**config.mk**
```make
export PLATFORM = sky130hd
export DESIGN_NAME = logic_capture_fifo
export DESIGN_NICKNAME = d
export VERILOG_FILES = /design/src/rtl/logic_capture_fifo.sv
export SDC_FILE = /design/constraint.sdc
export NUM_CORES = 1
export LEC_CHECK = 0
export CAP_MARGIN = 0
export CORE_MARGIN = 4
export CORE_UTILIZATION = 44
export DETAILED_ROUTE_END_ITERATION = 10
export DONT_BUFFER_PORTS = 1
export GPL_TIMING_DRIVEN = 1
export PLACE_DENSITY = 0.57
export SLEW_MARGIN = 10
export SYNTH_ARGS = -nofsm -noshare
export SYNTH_HDL_FRONTEND = slang
export SYNTH_SLANG_ARGS = --single-unit
```
**constraint.sdc**
```tcl
create_clock -name clk -period 9.5 [get_ports clk]
set_input_delay 1.9 -clock clk [delete_from_list [all_inputs] [get_ports clk]]
set_output_delay 1.9 -clock clk [all_outputs]
set_load 0.1 [all_outputs]
```
**src/rtl/logic_capture_fifo.sv**
```systemverilog
// logic_capture_fifo: timestamped per-pin edge capture into a show-ahead FIFO drained over valid/ready
module logic_capture_fifo #(
    parameter int WIDTH       = 16,
    parameter int TS_WIDTH    = 16,
    parameter int DEPTH       = 16,
    parameter int SYNC_STAGES = 2
) (
    input  logic                     clk,
    input  logic                     rst,
    input  logic [WIDTH-1:0]         f_pin,
    input  logic                     enable,
    input  logic [WIDTH-1:0]         rise_mask,
    input  logic [WIDTH-1:0]         fall_mask,
    output logic [WIDTH-1:0]         out_data,
    output logic [TS_WIDTH-1:0]      out_ts,
    output logic                     out_valid,
    input  logic                     out_ready,
    output logic                     event_detected,
    output logic                     overflow,
    input  logic                     clear_overflow,
    output logic [$clog2(DEPTH):0]   fill_level
);
    localparam int AW = $clog2(DEPTH);
    localparam int PW = $clog2(SYNC_STAGES + 1);
    localparam logic [PW-1:0] PRIME_N = PW'(SYNC_STAGES);
    localparam logic [AW:0]   FULL_N  = (AW+1)'(DEPTH);

    logic [SYNC_STAGES-1:0][WIDTH-1:0] sync_q;
    logic [WIDTH-1:0]          cur, prev_q;
    logic [PW-1:0]             prime_q, prime_d;
    logic                      primed_q, primed_d;
    logic [TS_WIDTH-1:0]       ts_q;
    logic [AW-1:0]             wr_q, rd_q;
    logic [AW:0]               cnt_q, cnt_d;
    logic                      ev_q, ovf_q, ovf_d;
    logic [TS_WIDTH+WIDTH-1:0] mem [DEPTH];
    logic                      hit, pop, push, drop;

    always_comb begin
        cur      = sync_q[SYNC_STAGES-1];
        hit      = enable & primed_q & |(((~prev_q & cur) & rise_mask) | ((prev_q & ~cur) & fall_mask));
        pop      = (cnt_q != '0) & out_ready;
        push     = hit & ((cnt_q != FULL_N) | pop);
        drop     = hit & ~push;
        prime_d  = (prime_q == PRIME_N) ? prime_q : prime_q + PW'(1);
        // primed one cycle after the counter saturates so prev already holds a real sample
        primed_d = primed_q | (prime_q == PRIME_N);
        cnt_d    = cnt_q + {{AW{1'b0}}, push} - {{AW{1'b0}}, pop};
        ovf_d    = drop | (ovf_q & ~clear_overflow);
    end

    always_ff @(posedge clk or posedge rst) begin
        if (rst) begin
            sync_q   <= '0;
            prev_q   <= '0;
            prime_q  <= '0;
            primed_q <= 1'b0;
            ts_q     <= '0;
            wr_q     <= '0;
            rd_q     <= '0;
            cnt_q    <= '0;
            ev_q     <= 1'b0;
            ovf_q    <= 1'b0;
        end else begin
            sync_q   <= {sync_q[SYNC_STAGES-2:0], f_pin};
            prev_q   <= cur;
            prime_q  <= prime_d;
            primed_q <= primed_d;
            ts_q     <= ts_q + TS_WIDTH'(1);
            wr_q     <= wr_q + AW'(push);
            rd_q     <= rd_q + AW'(pop);
            cnt_q    <= cnt_d;
            ev_q     <= hit;
            ovf_q    <= ovf_d;
        end
    end

    always_ff @(posedge clk) begin
        if (push) mem[wr_q] <= {ts_q, cur};
    end

    assign {out_ts, out_data} = mem[rd_q];
    assign out_valid      = cnt_q != '0;
    assign fill_level     = cnt_q;
    assign event_detected = ev_q;
    assign overflow       = ovf_q;
endmodule
```
## Word-level counts from Yosys, hierarchy flattened

Memories as Yosys holds them, arrays and structs flattened.
Index checks and enable logic that the tools add are counted.

| storage, ports and cells | value |
|---|---|
| RAM bits | 512 |
| register bits after elaboration | 82 |
| input port bits | 53 |
| output and inout bits | 40 |
| logic and storage cells | 42 |
| memories kept | 1 |

| cells by class | value |
|---|---|
| equal/unequal tests | 2 |
| $add $sub $neg | 6 |
| mux-type cells | 2 |
| bitwise operators | 18 |
| reduce and logical (&&, ||, !) cells | 2 |

Memories:

| name | words | width | rd ports | clocked after Yosys merged registers in | write ports | RTL line | source |
|---|---|---|---|---|---|---|---|
| mem | 16 | 32 | 1 | 0 | 1 | 36 | `logic [TS_WIDTH+WIDTH-1:0] mem [DEPTH];` |

Operators with widths:

| kind | number |
|---|---|
| $and A16 B16 Y16 | 4 |
| $not A16 Y16 | 2 |
| $add A16 B1 Y16 const B | 1 |
| $or A16 B16 Y16 | 1 |
| $reduce_or A16 Y1 | 1 |
| $add A4 B1 Y4 | 2 |
| $and A1 B1 Y1 | 6 |
| $add A5 B1 Y5 | 1 |
| $ne A5 B5 Y1 const B | 1 |
| $reduce_bool A5 Y1 | 1 |
| $sub A5 B1 Y5 | 1 |
| $or A1 B1 Y1 | 3 |
| $add A2 B1 Y2 const B | 1 |
| $eq A2 B2 Y1 const B | 1 |
| $mux W1 | 2 |
| $not A1 Y1 | 2 |

## Logic depth before layout (Yosys ltp)

Gate-level depths: netlist (run 1).

| depth | value |
|---|---|
| depth in word-level cells | 10 |
| gate-level depth with buffers | 17 |
| gate-level depth less buffers | 16 |

## Worst setup path before layout (run 1)

Ideal clock, no wire load.

| path | value |
|---|---|
| kind | input to register |
| start point | in rise_mask[3] |
| end point | reg cnt_q[4], in the netlist fill_level[4] |
| stages on the path | 17 |
| buffers on the path | 1 |
| setup time | 0.128 ns |
| slack | 5.137 ns |
| arrival | 4.236 ns |
| data required time | 9.372 ns |
| cell sequence | nand2_1 -> o22ai_1 -> nor4_1 -> nand3_1 -> o311ai_1 -> buf_2 -> nand2b_1 -> ha_1 -> inv_1 -> ha_1 -> inv_1 -> fa_1 -> inv_1 -> a21oi_1 -> nor2_1 -> nor2_1 -> xnor2_1 |

| between the ends | value |
|---|---|
| word-level cells in the longest chain between the ends | 7 |

Ends and longest elaborated chain:

| element | RTL line | source |
|---|---|---|
| start: declaration | 12 | `input logic [WIDTH-1:0] rise_mask,` |
| $and A16 B16 Y16 | 41 | `hit = enable & primed_q & \|(((~prev_q & cur) & rise_mask) \| ((prev_q & ~cur) & fall_mask));` |
| $or A16 B16 Y16 | 41 |  |
| $reduce_or A16 Y1 | 41 |  |
| $and A1 B1 Y1 | 41 |  |
| $and A1 B1 Y1 | 43 | `push = hit & ((cnt_q != FULL_N) \| pop);` |
| $add A5 B1 Y5 | 48 | `cnt_d = cnt_q + {{AW{1'b0}}, push} - {{AW{1'b0}}, pop};` |
| $sub A5 B1 Y5 | 48 |  |
| via cnt_d[4] | 34 | `logic [AW:0] cnt_q, cnt_d;` |
| end signal: assignment | 72 | `cnt_q <= cnt_d;` |
| end: declaration | 34 |  |

The timed path passes the listed nets, and every way through them passes these cells.
A chain may end at the register's enable or synchronous reset.

## Worst setup path after layout (run 1)

| path | value |
|---|---|
| start point | reg rd_q[1] |
| end point | out out_ts[7] |

| between the ends | value |
|---|---|
| word-level cells in the longest chain between the ends | 1 |

Ends and longest elaborated chain:

| element | RTL line | source |
|---|---|---|
| start: declaration | 33 | `logic [AW-1:0] wr_q, rd_q;` |
| start signal: assignment | 71 | `rd_q <= rd_q + AW'(pop);` |
| $mem_v2 Z16 W32 | - |  |
| end: declaration | 15 | `output logic [TS_WIDTH-1:0] out_ts,` |

No other way between the ends.

==> impl_metrics.yaml, run 1 <==
run_status:
  status: "complete, no violations"
min_path:
  min_to: "cur[2]"
  min_from: "sync_q[2]"
  hold_path_class: "register to register"
  hold-path-cell-count: 0
synthesis:
  synth.net_count: 1043
  synth_cell_types: 35
  synth-seq-cells: 594
  avgSynthCellArea_sq_um: 23.13
  yosysSeqAreaShare_pct: 77.10
  synth.cell_area_sq_um: 22600
  yosys_warnings: 0
  syn-instance-count: 977
power_and_ir_drop:
  internal_power_uw: 5202
  combPwrFrac_pct: 30.7
  ir_drop_uv: 253.7
  power_uw: 8220
  p_switching_uw: 3018
  p_sw_share_pct: 36.71
  power_density_nw_per_um2: 323.0
  power_frac_clock_pct: 28.0
  p_seq_share_pct: 41.4
  total_leakage_power_uw: 0.008589
final_layout:
  area.growth.synth_to_final_pct: 12.59
  drive_above_1_share_pct: 22.50
  diodes: 0
  final_cell_mix: "512 x edfxtp_1, 110 x mux4_2, 78 x dfrtp_1"
  fillers: 3980
  finish.utilization_pct: 50.41
  final_common_cell: "edfxtp_1"
  layout.cells.non_filler: 1743
  layout.nets: 1087
critical_path:
  worstReg2RegEnd: "fill_level[4]"
  cp_cell_sequence: "buf_4 > mux4_1 > mux4_2"
  reg2reg_depth: 17
  cpPeakStageDelay_ns: 1.02
  crit_type: "register to primary output"
  crit_fanout: 71
  rr_startpoint: "cur[12]"
  worstSetupStartpointType: "register"
  critPathRequiredTime_ns: 7.60
  critPathSlowestCell: "dfrtp_4"
  crit_arrival_ns: 3.81
  r2r_setup_slack_ns: 5.50
  cp-end-kind: "primary output"
floorplanning:
  die-area_sq_um: 55060
  die_h_microns: 234.6
  io_pins: 93
  start_util_pct: 44.77
  fp.dieW_microns: 234.6
  core.rowCount: 82
  coreArea_sq_um: 50480
drt:
  num_vias: 9773
  drtIter0Drc: 734
  antenna_left: 0
  drt_pre_antenna_iters: 4
  routed_wl_microns: 46940
  via_per_inst: 5.607
  drc: 0
  wl_per_cell_microns: 26.93
global_route:
  met3_usage_pct: 2.674
  grt_max_degree: 86
  busiest_layer: "met2"
  grt_pass1_vias: 10450
  use_met2_pct: 28.41
  use_met1_pct: 24.12
  grtUsageTotal_pct: 17.07
  antenna_found_initial: 0
  grt_overflow_total: 0
  grt_pass1_wl_microns: 69830
timing:
  rsz0062_at_grt: "no"
  finalSetupViolations: 0
  skew_ns: 0.01818
  min_period_ns: 5.711
  slew_headroom_pct: 27.99
  tns_ns: 0
  worst_hold_slack_ns: 0.3389
  worst_pin_slew_ns: 1.077
  slew_viol_final: 0
  post-route-period-util_pct: 60.11
  max_freq_mhz: 175.1
  finalHoldViolCount: 0
cts:
  clock-sinks: 594
  cts-buffers-inserted: 60
  cts_buffer_depth: 3
  clk-insertion-delay-late_ns: 0.60
  cts_resized: 0
  cts_htree_levels: 2
  path_clk_slew_ns: 0.06
  cts_tree: "built"
  cts-root-buf: "clkbuf_16"
  cts_hold_buf: 0
  post_cts_buffers: 0
placement:
  dp.cells: 1631
  globalplace.congestion: 0.7429
  portBuffers: 0
  place_hpwl_microns: 23460
run:
  max_cap_viol_count: 0
## Yosys cell counts
cell       number  area [sq um]
edfxtp_1      512         15370
mux4_2        110          2477
dfrtp_1        82          2052
mux4_1         50          1314
nor2_1         28         105.1
nand2_1        27         101.4
clkbuf_1       21         78.83
inv_1          18         67.56
nand3_1        18         90.09
xnor2_1        15         131.4
ha_1           12         150.1
buf_6          11         123.9
nand3b_1       11         82.58
xor2_1          8         70.07
buf_2           5         25.02
nand4_1         5         31.28
nor2b_1         5         31.28
o21ai_0         5         25.02
o22ai_1         5         31.28
and3_1          4         25.02
and2_1          3         18.77
buf_8           3         45.04
a21oi_1         2         10.01
a311oi_1        2         17.52
a31oi_1         2         12.51
and3b_1         2         17.52
nand2b_1        2         12.51
o2111ai_1       2         17.52
a21o_1          1         7.510
fa_1            1         20.02
nand4b_1        1         8.760
nor3_1          1         5.000
nor4_1          1         6.260
o311ai_1        1         8.760
or2_2           1         6.260
## per-stage QoR
stage          area [sq um]  setup slack, ns
6_report              25450            3.789
5_1_grt               25450            3.604
4_1_cts               25450            3.685
3_5_place_dp          23500            4.350
3_3_place_gp          23500            4.352
2_1_floorplan         22600            5.137
## power groups by stage
stage	Combinational [uW]	Clock, uW	Sequential, uW
4_1_cts	2580	2360	3410
3_3_place_gp	2560	0	3460
6_report	2520	2300	3400
3_5_place_dp	2580	0	3470
2_1_floorplan	2310	0	3270
5_1_grt	2640	2480	3440
## critical path, delay by kind of cell, from the launching register on
| kind | cells | cell delay (ns) |
|---|---|---|
| muxes | 2 | 1.20 |
| DFF | 1 | 1.02 |
| buffers and inverters | 1 | 0.91 |
## state kept, by name, indices dropped and copies added, names as in the netlist
signal	flops
mem	512
cur	16
prev_q	16
sync_q	16
ts_q	16
fill_level	5
rd_q	4
wr_q	4
prime_q	2
event_detected	1
overflow	1
primed_q	1
## routing by layer
layer  routed length, microns  share of wire, %  vias to the layer above
met4                      776               1.7                        0
met2                    23590                50                      223
met1                    20520                44                     5295
met5                        0                 0                        -
li1                         -                 -                     4192
met3                     2052               4.4                       63
## worst max-delay path by stage
stage	endpoint	depth (start not counted)	startpoint	slack, ns
6_report	out_ts[7]	3	rd_q[1]	3.79
3_3_place_gp	out_data[4]	3	rd_q[1]	4.35
2_1_floorplan	fill_level[4]	17	rise_mask[3]	5.14
5_1_grt	out_data[2]	3	rd_q[1]	3.60
3_5_place_dp	out_ts[7]	3	rd_q[1]	4.35
4_1_cts	out_ts[7]	3	rd_q[1]	3.69
## cell families after synthesis
logic type	share of synthesized area, %
flops	77.10
mux	16.77
simple gates	2.397
buf+inv	1.506
xor+xnor	0.8913
compound gates	0.5758
fa+ha+maj	0.7529
## area by class of cell
cell class | count | area [sq um] | share of cell area (%)
Multi-Input combinational cell | 325 | 4972 | 19.54
Timing Repair Buffer | 22 | 177.7 | 0.6982
Clock inverter | 17 | 141.4 | 0.5556
Tap cell | 672 | 840.8 | 3.304
Clock buffer | 95 | 1808 | 7.105
Inverter | 18 | 70.07 | 0.2753
Sequential cell | 594 | 17440 | 68.52
(Power assumes the default switching activity.)
==> inputs of run 2 (changes only) <==
--- a/config.mk
+++ b/config.mk
@@ -11,7 +11,7 @@
 export DETAILED_ROUTE_END_ITERATION = 10
 export DONT_BUFFER_PORTS = 1
 export GPL_TIMING_DRIVEN = 1
-export PLACE_DENSITY = 0.57
+export PLACE_DENSITY = 0.59
 export SLEW_MARGIN = 10
 export SYNTH_ARGS = -nofsm -noshare
 export SYNTH_HDL_FRONTEND = slang
==> constraint.sdc (replaced) <==
create_clock -name clk -period 4.95 [get_ports clk]
set_input_delay 0.99 -clock clk [delete_from_list [all_inputs] [get_ports clk]]
set_output_delay 0.99 -clock clk [all_outputs]
set_load 0.1 [all_outputs]
==> impl_metrics.yaml, run 2 (same netlist as run 1, synthesis figures left out) <==
timing:
  slew_headroom_pct: 25.63
  tns_ns: 0
  rsz0062_at_grt: "no"
  skew_ns: 0.02511
  worst_pin_slew_ns: 1.113
  finalSetupViolations: 0
  post-route-period-util_pct: 82.06
  max_freq_mhz: 246.2
  finalHoldViolCount: 0
  min_period_ns: 4.062
  slew_viol_final: 0
drt:
  drc: 0
  routed_wl_microns: 47440
  antenna_left: 0
  drt_pre_antenna_iters: 6
  num_vias: 9977
  wl_per_cell_microns: 27.06
  via_per_inst: 5.691
  drtIter0Drc: 888
cts:
  cts-buffers-inserted: 59
  cts_buffer_depth: 3
  cts_resized: 0
  cts_htree_levels: 2
  cts_hold_buf: 0
  clock-sinks: 594
  clk-insertion-delay-late_ns: 0.61
  cts_tree: "built"
  cts-root-buf: "clkbuf_16"
  post_cts_buffers: 0
  path_clk_slew_ns: 0.06
critical_path:
  crit_fanout: 26
  critPathRequiredTime_ns: 3.96
  worstSetupStartpointType: "register"
  rr_startpoint: "cur[12]"
  reg2reg_depth: 16
  crit_arrival_ns: 3.07
  worstReg2RegEnd: "fill_level[4]"
  r2r_setup_slack_ns: 1.48
  cp-end-kind: "primary output"
  crit_start: "rd_q[0]"
  crit_type: "register to primary output"
  cp-endpoint: "out_data[2]"
power_and_ir_drop:
  p_seq_share_pct: 39.1
  combPwrFrac_pct: 33.1
  power_density_nw_per_um2: 621.2
  power_uw: 15900
  power_frac_clock_pct: 27.7
  total_leakage_power_uw: 0.008678
  p_switching_uw: 5890
  ir_drop_uv: 345.1
  internal_power_uw: 10010
  p_sw_share_pct: 37.04
floorplanning:
  coreArea_sq_um: 50480
  die_h_microns: 234.6
  start_util_pct: 44.77
  io_pins: 93
  core.rowCount: 82
  die-area_sq_um: 55060
  fp.dieW_microns: 234.6
global_route:
  grt_pass1_vias: 10500
  grt_max_degree: 53
  grtUsageTotal_pct: 17.24
  grt_pass1_wl_microns: 70940
  antenna_found_initial: 0
  grt_overflow_total: 0
placement:
  place_hpwl_microns: 26230
  globalplace.congestion: 0.7947
  portBuffers: 0
final_layout:
  diodes: 0
  area.growth.synth_to_final_pct: 13.28
  largest_reg_flops: 512
  layout.nets: 1096
  final_common_cell: "edfxtp_1"
  final_cell_mix: "512 x edfxtp_1, 110 x mux4_2, 78 x dfrtp_1"
  drive_above_1_share_pct: 23.77
  regMostFlops: "mem"
min_path:
  hold_path_class: "register to register"
  hold-path-cell-count: 0
run_status:
  status: "complete, no violations"
run:
  max_cap_viol_count: 0
==> run 2: worst min-delay path by stage <==
stage,start,endpoint,slack [ns]
floorplan,sync_q[0],cur[0],0.33
global placement,sync_q[3],cur[3],0.33
detailed placement,sync_q[8],cur[8],0.33
CTS,sync_q[8],cur[8],0.35
global route,sync_q[11],cur[11],0.35
finish,sync_q[8],cur[8],0.34
==> run 2: metal layers <==
metal  track usage [%]  vias to the layer above  part of all wire (%)
li1                  -                     4214                     -
met1             25.30                     5428                    44
met2             27.91                      282                    49
met3             2.638                       53                   4.7
met4             3.706                        0                   1.6
met5                 0                        -                     0
==> run 2: cell type report <==
type / instances / area (sq um)
multi-input combinational: 325 / 4972
clock buffer: 81 / 1800
fill: 4017 / 24880
timing repair buffer: 32 / 315.3
clock inverter: 31 / 166.4
tap: 672 / 840.8
sequential: 594 / 17440
inverter: 18 / 70.07
==> run 2: stage by stage <==
step	hold WS, ns	utilization [%]	cell area [sq um]	instances	setup slack [ns]
2_1_floorplan	0.3312	-	22600	977	1.205
3_3_place_gp	0.3322	46.82	23640	1641	1.291
3_5_place_dp	0.3347	46.82	23640	1641	1.305
4_1_cts	0.3456	50.72	25600	1753	0.8211
5_1_grt	0.3542	50.72	25600	1753	0.7688
6_report	0.3439	50.72	25600	1753	0.8879
==> run 2: worst max-delay path, cell delays in order (launching register included) <==
cell and delay (ns):
dfrtp_4 0.50, buf_4 0.47, mux4_1 0.69, mux4_2 0.78
==> run 2: power groups by stage <==
stage	sequential (uW)	combinational, uW	clock [uW]
after global routing	6270	5520	4750
final	6230	5270	4410
after global placement	6320	5380	0
after detailed placement	6330	5390	0
after floorplan	6280	4440	0
after CTS	6230	5400	4510
==> inputs of run 3 (changes only) <==
--- a/config.mk
+++ b/config.mk
@@ -5,6 +5,7 @@
 export SDC_FILE = /design/constraint.sdc
 export NUM_CORES = 1
 export LEC_CHECK = 0
+export ABC_AREA = 1
 export CAP_MARGIN = 0
 export CORE_MARGIN = 4
 export CORE_UTILIZATION = 44
==> constraint.sdc (replaced) <==
create_clock -name clk -period 3.7 [get_ports clk]
set_input_delay 0.74 -clock clk [delete_from_list [all_inputs] [get_ports clk]]
set_output_delay 0.74 -clock clk [all_outputs]
set_load 0.1 [all_outputs]
==> impl_metrics.yaml, run 3 <==
timing:
  finalSetupViolations: 0
  slew_viol_final: 0
  slew_headroom_pct: 20.53
  skew_ns: 0.02203
  worst_pin_slew_ns: 1.189
  rsz0062_at_grt: "no"
  worst_hold_slack_ns: 0.1544
  max_freq_mhz: 287.9
  post-route-period-util_pct: 93.89
  finalHoldViolCount: 0
  min_period_ns: 3.474
final_layout:
  drive_above_1_share_pct: 11.00
  largest_reg_flops: 512
  area.growth.synth_to_final_pct: 15.71
  regMostFlops: "mem"
  layout.cells.non_filler: 2579
  final_cell_mix: "512 x edfxtp_1, 407 x nor2_1, 249 x o21ai_0"
  layout.nets: 1908
  diodes: 0
  final_common_cell: "edfxtp_1"
  design_area_sq_um: 26910
synthesis:
  synth_top_area_share_pct: 66.10
  synth.net_count: 1869
  synth_common_cells: "512 x edfxtp_1, 423 x nor2_1, 249 x o21ai_0"
  yosys-top-cells-area: "edfxtp_1 66%, dfrtp_1 8.8%, nor2_1 6.8%, o21ai_0 5.4%, o211ai_1 4.1%"
  yosysSeqAreaShare_pct: 74.92
  synth_edf_count: 512
  synth.cell_area_sq_um: 23260
  async_flop_share_pct: 13.80
  yosys.cell_count.top_type: "edfxtp_1"
  synth_cell_types: 29
  synth_top_flop_cell: "edfxtp_1"
  synth-seq-cells: 594
  syn-instance-count: 1803
  avgSynthCellArea_sq_um: 12.90
  synth_top_cell_by_area: "edfxtp_1"
  yosys_warnings: 0
placement:
  globalplace.congestion: 0.7385
  portBuffers: 0
  dp.cells: 2470
  place_hpwl_microns: 30130
  place_area_sq_um: 24900
global_route:
  grt_overflow_total: 0
  grtUsageTotal_pct: 19.36
  grt_pass1_wl_microns: 84680
  antenna_found_initial: 0
  grt_max_degree: 95
  grt_pass1_vias: 13870
cts:
  cts-root-buf: "clkbuf_16"
  clock-sinks: 594
  cts-buffers-inserted: 57
  cts_buffer_depth: 3
  clk-insertion-delay-late_ns: 0.62
  cts_tree: "built"
  path_clk_slew_ns: 0.07
  cts_hold_buf: 0
  cts_htree_levels: 2
power_and_ir_drop:
  total_leakage_power_uw: 0.009454
  ir_drop_uv: 777.1
  power_density_nw_per_um2: 921.9
drt:
  antenna_left: 0
  drc: 0
  via_per_inst: 5.485
  routed_wl_microns: 55550
  num_vias: 14150
  wl_per_cell_microns: 21.54
  drtIter0Drc: 1332
  drt_pre_antenna_iters: 5
run_status:
  status: "complete, no violations"
critical_path:
  reg2reg_depth: 16
  cpPeakStageDelay_ns: 0.53
  r2r_setup_slack_ns: 0.45
  crit_family: "buffers and inverters"
  crit_fanout: 64
  crit_arrival_ns: 2.73
  crit_type: "register to primary output"
  critPathSlowestCell: "dfrtp_4"
  path_buf_inv: 3
  worstReg2RegEnd: "fill_level[4]"
  worstSetupStartpointType: "register"
  rr_startpoint: "cur[12]"
  cp-end-kind: "primary output"
  cp_cell_sequence: "clkinv_8 > buf_4 > nor2_1 > nor2_1 > o21ai_0 > o211ai_1 > o211ai_1 > nand2_1 > buf_12"
  critPathRequiredTime_ns: 2.96
min_path:
  hold_path_class: "primary input to register"
  min_from: "f_pin[7]"
  min_to: "sync_q[7]"
  hold-path-cell-count: 0
floorplanning:
  core.rowCount: 84
  start_util_pct: 44.35
  die_h_microns: 237.9
  fp.dieW_microns: 237.9
  io_pins: 93
  die-area_sq_um: 56610
  coreArea_sq_um: 52450
run:
  max_cap_viol_count: 0
## run 3: cells by family after synthesis
| logic type | Yosys count | share of synthesized area (%) |
|---|---|---|
| AOI/OAI and AO/OA | 425 | 10.53 |
| xor gates and xnor gates | 22 | 0.8284 |
| adders and majority gates | 13 | 0.7316 |
| buffers and inverters | 162 | 2.980 |
| DFF | 594 | 74.92 |
| and+or+nand+nor | 587 | 10.01 |
## run 3: area by class of cell
class,count,area [sq um]
inverters,55,221.5
multi-input cells,1047,5265
flip-flops and latches,594,17440
well taps,688,860.8
repair buffers,87,1156
clock inverters,41,456.7
clock buffers,67,1515
fillers,4355,25530
## run 3: how the worst max path moves through the flow
| stage | from | end | slack, ns | cells after the start |
|---|---|---|---|---|
| floorplan | fill_level[2] | mem[10][0] | -0.02 | 8 |
| global placement | fall_mask[2] | fill_level[4] | 0.38 | 16 |
| detailed placement | fall_mask[2] | fill_level[4] | 0.32 | 16 |
| CTS | rd_q[1] | out_data[1] | 0.09 | 6 |
| global route | rd_q[0] | out_ts[4] | 0.07 | 9 |
| finish | rd_q[0] | out_ts[4] | 0.23 | 9 |
## run 3: per-stage QoR
stage	power (uW)	TNS, ns	utilization [%]	setup slack (ns)
after floorplan	15300	-6.258	-	-0.02445
after global placement	18870	0	47.48	0.3835
after detailed placement	18960	0	47.48	0.3243
after CTS	24980	0	51.24	0.08689
after global routing	26010	0	51.32	0.07458
final	24810	0	51.32	0.2262
## run 3: per-layer routing
metal / track usage [%] / share of wire [%] / up-vias
li1: - / - / 6580
met1: 27.61 / 44 / 7065
met2: 31.33 / 49 / 414
met3: 2.809 / 5.5 / 86
met4: 5.750 / 2.2 / 0
met5: 0 / 0 / -
## run 3: timing repair
item / 4_1_cts / 5_1_grt
gates resized for setup: 0 / 5
setup endpoints to repair: 0 / 12
setup buffers: 0 / 1
## run 3: power by group
part           leakage (uW)  switching [uW]  internal (uW)
clock              0.000943            2530           3510
sequential          0.00580             338           7900
combinational       0.00271            7440           3100
## run 3: worst reg2reg max path, cell delays in order (launching register included)
cell	delay (ns)
dfrtp_1	0.75
nand3b_1	0.19
nand2_1	0.05
nor2_1	0.08
nand2_1	0.09
nor2_1	0.11
nand2_1	0.10
nand3_2	0.09
buf_12	0.23
ha_1	0.27
inv_1	0.06
ha_1	0.15
inv_1	0.06
fa_1	0.43
o21ai_0	0.22
a21oi_1	0.11
xor2_1	0.15
